$ cat src/rtl/mem_pkg.sv
// rtl/mem_pkg.sv - shared constants, state and owner encodings for the memory arbiter
package mem_pkg;

  localparam logic [1:0]  BYTE     = 2'b00;
  localparam logic [1:0]  HALFWORD = 2'b01;
  localparam logic [1:0]  WORD     = 2'b10;
  localparam logic [31:0] BAD_DATA = 32'hBADB_ADFF;

  typedef enum logic [1:0] {
    IDLE   = 2'd0,
    ACCESS = 2'd1,
    RESP   = 2'd2
  } state_e;

  typedef enum logic {
    OWN_IF = 1'b0,
    OWN_D  = 1'b1
  } owner_e;

  // Reserved size 2'b11 reports 4 bytes; it is rejected separately.
  function automatic logic [2:0] size_bytes(input logic [1:0] size);
    case (size)
      BYTE:     size_bytes = 3'd1;
      HALFWORD: size_bytes = 3'd2;
      default:  size_bytes = 3'd4;
    endcase
  endfunction

endpackage

$ cat src/rtl/mem_arbiter_if.sv
// rtl/mem_arbiter_if.sv - fetch, data and memory-side signals of the arbiter
interface mem_arbiter_if;

  logic        if_req;
  logic [31:0] if_addr;
  logic        if_ready;
  logic        if_rvalid;
  logic [31:0] if_rdata;
  logic        if_fault;

  logic        d_req;
  logic        d_we;
  logic [31:0] d_addr;
  logic [31:0] d_wdata;
  logic [1:0]  d_size;
  logic        d_unsigned;
  logic        d_ready;
  logic        d_rvalid;
  logic [31:0] d_rdata;
  logic        d_fault;

  logic [31:0] m_address;
  logic [31:0] m_data_in;
  logic        m_w_enable;
  logic [1:0]  m_access_size;
  logic        m_RdUn;
  logic [31:0] m_data_out;

  modport slave (
    input  if_req, if_addr,
    output if_ready, if_rvalid, if_rdata, if_fault,
    input  d_req, d_we, d_addr, d_wdata, d_size, d_unsigned,
    output d_ready, d_rvalid, d_rdata, d_fault,
    output m_address, m_data_in, m_w_enable, m_access_size, m_RdUn,
    input  m_data_out
  );

  modport master (
    output if_req, if_addr,
    input  if_ready, if_rvalid, if_rdata, if_fault,
    output d_req, d_we, d_addr, d_wdata, d_size, d_unsigned,
    input  d_ready, d_rvalid, d_rdata, d_fault,
    input  m_address, m_data_in, m_w_enable, m_access_size, m_RdUn,
    output m_data_out
  );

endinterface

$ cat src/rtl/mem_access_check.sv
// rtl/mem_access_check.sv - combinational range, alignment and size checker
module mem_access_check
  import mem_pkg::*;
#(
  parameter logic [31:0] START_ADDR = 32'h0100_0000,
  parameter logic [31:0] MEM_SIZE   = 32'd1048576
) (
  input  logic [31:0] addr_i,
  input  logic [1:0]  size_i,
  output logic        fault_o
);

  logic [32:0] first_byte;
  logic [32:0] last_byte;
  logic [32:0] last_valid;
  logic        misaligned;
  logic        bad_size;
  logic        out_of_range;

  // 33-bit sums keep an access near 32'hFFFF_FFFF from wrapping back into range.
  assign first_byte   = {1'b0, addr_i};
  assign last_byte    = first_byte + {30'b0, size_bytes(size_i)} - 33'd1;
  assign last_valid   = {1'b0, START_ADDR} + {1'b0, MEM_SIZE} - 33'd1;

  assign misaligned   = ((size_i == HALFWORD) && addr_i[0]) ||
                        ((size_i == WORD) && (addr_i[1:0] != 2'b00));
  assign bad_size     = (size_i == 2'b11);
  assign out_of_range = (first_byte < {1'b0, START_ADDR}) || (last_byte > last_valid);

  assign fault_o      = misaligned || bad_size || out_of_range;

endmodule

$ cat src/rtl/mem_arbiter.sv
// rtl/mem_arbiter.sv - fetch/data arbiter and one-access sequencer for the unified memory
module mem_arbiter
  import mem_pkg::*;
#(
  parameter logic [31:0] START_ADDR = 32'h0100_0000,
  parameter logic [31:0] MEM_SIZE   = 32'd1048576,
  parameter int unsigned MAX_STREAK = 4
) (
  input logic          clk,
  input logic          rst_n,
  mem_arbiter_if.slave bus
);

  localparam logic [3:0] STREAK_MAX = 4'(MAX_STREAK);

  state_e      state_q;
  logic [3:0]  streak_q;
  logic [3:0]  streak_d;

  owner_e      cmd_owner_q;
  logic [31:0] cmd_addr_q;
  logic [31:0] cmd_wdata_q;
  logic [1:0]  cmd_size_q;
  logic        cmd_we_q;
  logic        cmd_uns_q;
  logic        cmd_fault_q;

  logic        if_rvalid_q;
  logic        if_fault_q;
  logic [31:0] if_rdata_q;
  logic        d_rvalid_q;
  logic        d_fault_q;
  logic [31:0] d_rdata_q;

  logic        grant_if;
  logic        grant_d;
  logic [31:0] chk_addr;
  logic [1:0]  chk_size;
  logic        chk_fault;

  // Data normally wins; a fetch that has waited out a full streak takes the next slot.
  always_comb begin
    grant_d  = 1'b0;
    grant_if = 1'b0;
    if (state_q != ACCESS) begin
      grant_d  = bus.d_req && !(bus.if_req && (streak_q == STREAK_MAX));
      grant_if = bus.if_req && !grant_d;
    end
  end

  always_comb begin
    streak_d = streak_q;
    if (!bus.if_req || grant_if) begin
      streak_d = 4'd0;
    end else if (grant_d && (streak_q < STREAK_MAX)) begin
      streak_d = streak_q + 4'd1;
    end
  end

  assign chk_addr = grant_d ? bus.d_addr : bus.if_addr;
  assign chk_size = grant_d ? bus.d_size : WORD;

  mem_access_check #(
    .START_ADDR (START_ADDR),
    .MEM_SIZE   (MEM_SIZE)
  ) u_access_check (
    .addr_i  (chk_addr),
    .size_i  (chk_size),
    .fault_o (chk_fault)
  );

  always_ff @(posedge clk or negedge rst_n) begin
    if (!rst_n) begin
      state_q     <= IDLE;
      streak_q    <= 4'd0;
      cmd_owner_q <= OWN_IF;
      cmd_addr_q  <= 32'd0;
      cmd_wdata_q <= 32'd0;
      cmd_size_q  <= 2'd0;
      cmd_we_q    <= 1'b0;
      cmd_uns_q   <= 1'b0;
      cmd_fault_q <= 1'b0;
      if_rvalid_q <= 1'b0;
      if_fault_q  <= 1'b0;
      if_rdata_q  <= 32'd0;
      d_rvalid_q  <= 1'b0;
      d_fault_q   <= 1'b0;
      d_rdata_q   <= 32'd0;
    end else begin
      streak_q    <= streak_d;
      if_rvalid_q <= 1'b0;
      if_fault_q  <= 1'b0;
      d_rvalid_q  <= 1'b0;
      d_fault_q   <= 1'b0;
      case (state_q)
        IDLE, RESP: begin
          if (grant_if || grant_d) begin
            state_q     <= ACCESS;
            cmd_owner_q <= grant_d ? OWN_D : OWN_IF;
            cmd_addr_q  <= chk_addr;
            cmd_size_q  <= chk_size;
            cmd_we_q    <= grant_d && bus.d_we;
            cmd_wdata_q <= grant_d ? bus.d_wdata : 32'd0;
            cmd_uns_q   <= grant_d && bus.d_unsigned;
            cmd_fault_q <= chk_fault;
          end else begin
            state_q <= IDLE;
          end
        end
        ACCESS: begin
          state_q <= RESP;
          if (cmd_owner_q == OWN_IF) begin
            if_rvalid_q <= 1'b1;
            if_fault_q  <= cmd_fault_q;
            if_rdata_q  <= cmd_fault_q ? BAD_DATA : bus.m_data_out;
          end else begin
            d_rvalid_q <= 1'b1;
            d_fault_q  <= cmd_fault_q;
            d_rdata_q  <= cmd_fault_q ? BAD_DATA :
                          (cmd_we_q ? 32'd0 : bus.m_data_out);
          end
        end
        default: state_q <= IDLE;
      endcase
    end
  end

  assign bus.if_ready  = grant_if;
  assign bus.d_ready   = grant_d;
  assign bus.if_rvalid = if_rvalid_q;
  assign bus.if_fault  = if_fault_q;
  assign bus.if_rdata  = if_rdata_q;
  assign bus.d_rvalid  = d_rvalid_q;
  assign bus.d_fault   = d_fault_q;
  assign bus.d_rdata   = d_rdata_q;

  // Command fields only change on a grant, so the bus holds its last values outside ACCESS;
  // the write strobe is decoded from live state so an async reset kills it at once.
  assign bus.m_address     = cmd_addr_q;
  assign bus.m_data_in     = cmd_wdata_q;
  assign bus.m_access_size = cmd_size_q;
  assign bus.m_RdUn        = cmd_uns_q;
  assign bus.m_w_enable    = (state_q == ACCESS) && cmd_we_q && !cmd_fault_q;

endmodule

$ cat src/flat_wrapper.sv
// flat-port wrapper written by rule: the top's interface ports become plain ports
module mem_arbiter_flat import mem_pkg::*;
#(
  parameter logic [31:0] START_ADDR = 32'h0100_0000,
  parameter logic [31:0] MEM_SIZE   = 32'd1048576,
  parameter int unsigned MAX_STREAK = 4
)
  (clk, rst_n, bus_if_req, bus_if_addr, bus_if_ready, bus_if_rvalid, bus_if_rdata, bus_if_fault, bus_d_req, bus_d_we, bus_d_addr, bus_d_wdata, bus_d_size, bus_d_unsigned, bus_d_ready, bus_d_rvalid, bus_d_rdata, bus_d_fault, bus_m_address, bus_m_data_in, bus_m_w_enable, bus_m_access_size, bus_m_RdUn, bus_m_data_out);
  mem_arbiter_if bus_i ();
  input logic clk;
  input logic rst_n;
  input wire logic [$bits(bus_i.if_req)-1:0] bus_if_req;
  input wire logic [$bits(bus_i.if_addr)-1:0] bus_if_addr;
  output wire logic [$bits(bus_i.if_ready)-1:0] bus_if_ready;
  output wire logic [$bits(bus_i.if_rvalid)-1:0] bus_if_rvalid;
  output wire logic [$bits(bus_i.if_rdata)-1:0] bus_if_rdata;
  output wire logic [$bits(bus_i.if_fault)-1:0] bus_if_fault;
  input wire logic [$bits(bus_i.d_req)-1:0] bus_d_req;
  input wire logic [$bits(bus_i.d_we)-1:0] bus_d_we;
  input wire logic [$bits(bus_i.d_addr)-1:0] bus_d_addr;
  input wire logic [$bits(bus_i.d_wdata)-1:0] bus_d_wdata;
  input wire logic [$bits(bus_i.d_size)-1:0] bus_d_size;
  input wire logic [$bits(bus_i.d_unsigned)-1:0] bus_d_unsigned;
  output wire logic [$bits(bus_i.d_ready)-1:0] bus_d_ready;
  output wire logic [$bits(bus_i.d_rvalid)-1:0] bus_d_rvalid;
  output wire logic [$bits(bus_i.d_rdata)-1:0] bus_d_rdata;
  output wire logic [$bits(bus_i.d_fault)-1:0] bus_d_fault;
  output wire logic [$bits(bus_i.m_address)-1:0] bus_m_address;
  output wire logic [$bits(bus_i.m_data_in)-1:0] bus_m_data_in;
  output wire logic [$bits(bus_i.m_w_enable)-1:0] bus_m_w_enable;
  output wire logic [$bits(bus_i.m_access_size)-1:0] bus_m_access_size;
  output wire logic [$bits(bus_i.m_RdUn)-1:0] bus_m_RdUn;
  input wire logic [$bits(bus_i.m_data_out)-1:0] bus_m_data_out;
  assign bus_i.if_req = bus_if_req;
  assign bus_i.if_addr = bus_if_addr;
  assign bus_if_ready = bus_i.if_ready;
  assign bus_if_rvalid = bus_i.if_rvalid;
  assign bus_if_rdata = bus_i.if_rdata;
  assign bus_if_fault = bus_i.if_fault;
  assign bus_i.d_req = bus_d_req;
  assign bus_i.d_we = bus_d_we;
  assign bus_i.d_addr = bus_d_addr;
  assign bus_i.d_wdata = bus_d_wdata;
  assign bus_i.d_size = bus_d_size;
  assign bus_i.d_unsigned = bus_d_unsigned;
  assign bus_d_ready = bus_i.d_ready;
  assign bus_d_rvalid = bus_i.d_rvalid;
  assign bus_d_rdata = bus_i.d_rdata;
  assign bus_d_fault = bus_i.d_fault;
  assign bus_m_address = bus_i.m_address;
  assign bus_m_data_in = bus_i.m_data_in;
  assign bus_m_w_enable = bus_i.m_w_enable;
  assign bus_m_access_size = bus_i.m_access_size;
  assign bus_m_RdUn = bus_i.m_RdUn;
  assign bus_i.m_data_out = bus_m_data_out;
  mem_arbiter #(.START_ADDR(START_ADDR), .MEM_SIZE(MEM_SIZE), .MAX_STREAK(MAX_STREAK)) u_core (.clk(clk), .rst_n(rst_n), .bus(bus_i));
endmodule
$ cat config.mk
export PLATFORM = sky130hd
export DESIGN_NAME = mem_arbiter_flat
export DESIGN_NICKNAME = d
export VERILOG_FILES = /design/src/rtl/mem_pkg.sv /design/src/rtl/mem_arbiter_if.sv /design/src/rtl/mem_access_check.sv /design/src/rtl/mem_arbiter.sv /design/src/flat_wrapper.sv
export SDC_FILE = /design/constraint.sdc
export NUM_CORES = 1
export LEC_CHECK = 0
export BUFFER_PORTS_ARGS = -buffer_cell sky130_fd_sc_hd__buf_2
export CORE_MARGIN = 2
export CORE_UTILIZATION = 44
export CTS_CLUSTER_SIZE = 12
export DETAILED_ROUTE_END_ITERATION = 10
export HOLD_SLACK_MARGIN = 0.05
export PLACE_DENSITY = 0.83
export SYNTH_ARGS = -nofsm -noshare
export SYNTH_HDL_FRONTEND = slang
export SYNTH_SLANG_ARGS = --single-unit
export TNS_END_PERCENT = 20
$ cat constraint.sdc
create_clock -name clk -period 6.1 [get_ports clk]
set_input_delay 1.22 -clock clk [delete_from_list [all_inputs] [get_ports clk]]
set_output_delay 1.22 -clock clk [all_outputs]
set_load 0.01 [all_outputs]
==> results.sh <==
export IMPL_outcome="complete, no violations"
export IMPL_initial_util=0.450
export IMPL_crit_required_ns=6.40
export IMPL_numCtsBuffers=17
export IMPL_ys_ff_latch=144
export IMPL_cts_sinks=144
export IMPL_timing_max_cap_violations=0
export IMPL_crit_fanout=14
export IMPL_crit_family="compound AO/OA/AOI/OAI gates"
export IMPL_cts_repair_resize_count=0
export IMPL_clock_insertion_delay_worst_skew_ns=0.42
export IMPL_hold_violation_total_from_the_final_report=0
export IMPL_grt_overflow_total=0
export IMPL_seqCellArea_sq_mm=0.00360
export IMPL_die_x_um=134
export IMPL_final_fill_count=1437
export IMPL_hold_buffers=0
export IMPL_max_freq_ghz=0.211
export IMPL_type_of_origin_of_the_critical_path="input port"
export IMPL_final_period_minus_worst_setup_slack_ns=4.74
export IMPL_final_period_utilization=0.777
export IMPL_drt_first_pass_iters=5
export IMPL_crit_path_top_delay_cell="sky130_fd_sc_hd__ha_1"
export IMPL_vdd_ir_drop_max_v=0.000205
export IMPL_synth_area_sq_mm=0.00744
export IMPL_power_per_cell_area_mw_per_mm2=352
export IMPL_routed_via_density=5.36
export IMPL_number_of_placement_rows=47
export IMPL_worst_slew_pin_slew_ns=1.07
export IMPL_h_tree_depth=4
export IMPL_grtUsageTotal=0.229
export IMPL_drt_drc_violations_left=0
export IMPL_net_count_of_the_mapped_netlist=967
export IMPL_grt_first_pass_wirelength_um=33000
export IMPL_number_of_global_route_vias_before_repair=6804
export IMPL_clk_path_buf_depth=2
export IMPL_detail_route_antenna_nets=0
export IMPL_timing_slew_headroom=0.282
export IMPL_end_kind="register"
export IMPL_drt_first_iter_violations=310
export IMPL_net_total_in_the_final_layout=1223
export IMPL_dr_total_vias=6845
export IMPL_die_area_sq_mm=0.0180
export IMPL_most_common_flop_cell_mapped_by_yosys="sky130_fd_sc_hd__dfrtp_1"
export IMPL_n_antenna_cell=0
export IMPL_layout_area_overhead_vs_synth_pct=27.9
export IMPL_worstSetupPathType="input port to register"
export IMPL_clk_root_buffer_cell="sky130_fd_sc_hd__clkbuf_16"
export IMPL_path_clk_slew_ns=0.06
export IMPL_ys_warnings_count=0
export IMPL_io_pins=274
export IMPL_wire_per_inst_um=15.8
export IMPL_number_of_distinct_library_cells_after_synthesis=63
export IMPL_synth_async_reset_ratio=1.00
export IMPL_leakagePower_nw=5.06
export IMPL_worstHoldPathType="register to register"
export IMPL_port_buf_inserts=273
export IMPL_core_footprint_sq_mm=0.0165
export IMPL_postCtsSetupRepairBufs=0
export IMPL_total_setup_violations_reported_at_the_end_of_the_flow=0
export IMPL_worst_path_buf_inv=4
export IMPL_rsz_0062_raised_after_global_routing="false"
export IMPL_half_perimeter_wire_length_of_the_detailed_placement_result_um=14900
export IMPL_synth_edf_count=0
export IMPL_cts_tree="built"
export IMPL_y_dimension_of_the_die_um=134
export IMPL_final_slew_viol_count=0
export IMPL_gp_congestion=0.948
export IMPL_final_layout_size_suffix_gt1_frac=0.306
export IMPL_critPathMaxStageDelay_ns=0.37
export IMPL_antenna_found_initial=2
export IMPL_post_layout_util=0.576
export IMPL_maximum_number_of_pins_on_one_net_before_global_route_repair=104
export IMPL_worst_clock_skew_ns=0.0125
export IMPL_synth_avg_cell_area_sq_um=9.43
export IMPL_post_synth_inst_count=789
export IMPL_cp_data_arrival_time_ns=5.04
export IMPL_multi_input_area_sq_mm=0.00346
export IMPL_totalPowerFinal_mw=3.34
export IMPL_setup_tns_ns=0
export IMPL_timing_critical_path_cells="buf_2 > nand4b_1 > nand3_2 > buf_4 > buf_4 > mux2i_1 > inv_1 > ha_1 > a21oi_1 > o21bai_1 > a221o_1 > a21oi_1 > o21ai_1 > xor2_1 > o41ai_1 > nand3_1 > o32a_1"
export IMPL_synth_seq_area_share=0.485
export IMPL_postRouteWirelength_um=20200
-- registers in the layout, summed over array words and instances (netlist names), 2 cells and up --
register,count
u_core.bus.m_address,32
u_core.bus.if_rdata,32
u_core.streak_q,4
u_core.state_q,2
u_core.bus.m_data_in,32
u_core.bus.d_rdata,32
u_core.bus.m_access_size,2
-- power by group --
part           switching (mW)  leakage [nW]  internal, mW  total (mW)
combinational           0.631          3.03         0.429        1.06
sequential              0.123          1.77          1.18        1.30
clock                   0.448         0.256         0.535       0.982
total                    1.20          5.06          2.14        3.34
-- layout make-up --
cell class | count | area share
well taps | 220 | 0.0289
clock inverters | 14 | 0.0130
flip-flops and latches | 144 | 0.379
clock buffers | 18 | 0.0451
multi-input cells | 550 | 0.364
inverters | 52 | 0.0205
repair buffers | 280 | 0.150
-- through the flow --
stage                     instance area [sq um]  setup WS [ns]  instances  hold slack [ns]
after detailed placement                   8960          0.931       1246            0.454
after global routing                       9510          0.934       1278            0.487
final                                      9510           1.36       1278            0.466
after floorplan                            7440           1.39        789            0.463
after CTS                                  9510           1.36       1278            0.468
after global placement                     8960           1.03       1246            0.444
-- final timing paths --
path | start | to | slack [ns] | depth (start not counted)
max | bus_if_req | u_core.cmd_fault_q$_DFFE_PN0P_ | 1.36 | 17
min | u_core.bus.if_rdata[0]$_DFFE_PN0P_ | u_core.bus.if_rdata[0]$_DFFE_PN0P_ | 0.47 | 2
max reg2reg | u_core.streak_q[1]$_DFFE_PN0P_ | u_core.cmd_fault_q$_DFFE_PN0P_ | 1.65 | 18
min reg2reg | u_core.bus.if_rdata[0]$_DFFE_PN0P_ | u_core.bus.if_rdata[0]$_DFFE_PN0P_ | 0.47 | 2
max in group asynchronous | rst_n | u_core.state_q[1]$_DFF_PN0_ | 4.03 | 2
min in group asynchronous | rst_n | u_core.bus.if_rdata[30]$_DFFE_PN0P_ | 0.84 | 1
-- worst min-delay path, delay by kind of cell (launching register included) --
| family | cells | cell delay [ns] |
|---|---|---|
| flip-flops | 1 | 0.34 |
| AND/OR/NAND/NOR | 2 | 0.10 |
-- cells in the final DEF, fill, tap and decap left out, types with 6 or more instances in the layout --
cell / synthesis / routed
sky130_fd_sc_hd__nor2_1: 19 / 19
sky130_fd_sc_hd__nand2_1: 152 / 151
sky130_fd_sc_hd__buf_4: 1 / 7
sky130_fd_sc_hd__clkbuf_16: 0 / 17
sky130_fd_sc_hd__o21ai_0: 106 / 106
sky130_fd_sc_hd__mux2i_1: 33 / 33
sky130_fd_sc_hd__buf_2: 0 / 272
sky130_fd_sc_hd__ha_1: 41 / 41
sky130_fd_sc_hd__inv_1: 49 / 49
sky130_fd_sc_hd__nor3_1: 6 / 6
sky130_fd_sc_hd__a21oi_1: 51 / 51
sky130_fd_sc_hd__xnor2_1: 6 / 6
sky130_fd_sc_hd__dfrtp_1: 144 / 144
sky130_fd_sc_hd__o31ai_1: 9 / 9
sky130_fd_sc_hd__a22o_1: 34 / 34
sky130_fd_sc_hd__a21o_1: 6 / 6
-- cell usage after synthesis, types with 6 or more instances --
| master | n | share of area |
|---|---|---|
| sky130_fd_sc_hd__nor3_1 | 6 | 0.0040 |
| sky130_fd_sc_hd__inv_1 | 49 | 0.025 |
| sky130_fd_sc_hd__ha_1 | 41 | 0.069 |
| sky130_fd_sc_hd__clkbuf_1 | 34 | 0.017 |
| sky130_fd_sc_hd__o31ai_1 | 9 | 0.0091 |
| sky130_fd_sc_hd__o21ai_0 | 106 | 0.071 |
| sky130_fd_sc_hd__a21oi_1 | 51 | 0.034 |
| sky130_fd_sc_hd__nand2_1 | 152 | 0.077 |
| sky130_fd_sc_hd__nor2_1 | 19 | 0.0096 |
| sky130_fd_sc_hd__dfrtp_1 | 144 | 0.48 |
| sky130_fd_sc_hd__a22o_1 | 34 | 0.040 |
| sky130_fd_sc_hd__xnor2_1 | 6 | 0.0071 |
| sky130_fd_sc_hd__mux2i_1 | 33 | 0.044 |
| sky130_fd_sc_hd__a21o_1 | 6 | 0.0061 |
-- cells by family after synthesis --
group	after synthesis	synth area share
XOR/XNOR	9	0.0106
adder cells (fa/ha/maj)	42	0.0717
AO/OA/AOI/OAI	256	0.218
buffers and inverters	95	0.0515
flip-flops	144	0.485
multiplexers	33	0.0444
AND/OR/NAND/NOR	210	0.120
-- routing by layer --
layer	up-vias	global-route usage	share of wire
met4	4	0.0982	0.033
met5	-	0	0.0013
li1	3296	-	-
met1	3231	0.278	0.41
met2	263	0.391	0.49
met3	51	0.0540	0.067
Power figures use the tool's default switching activity.
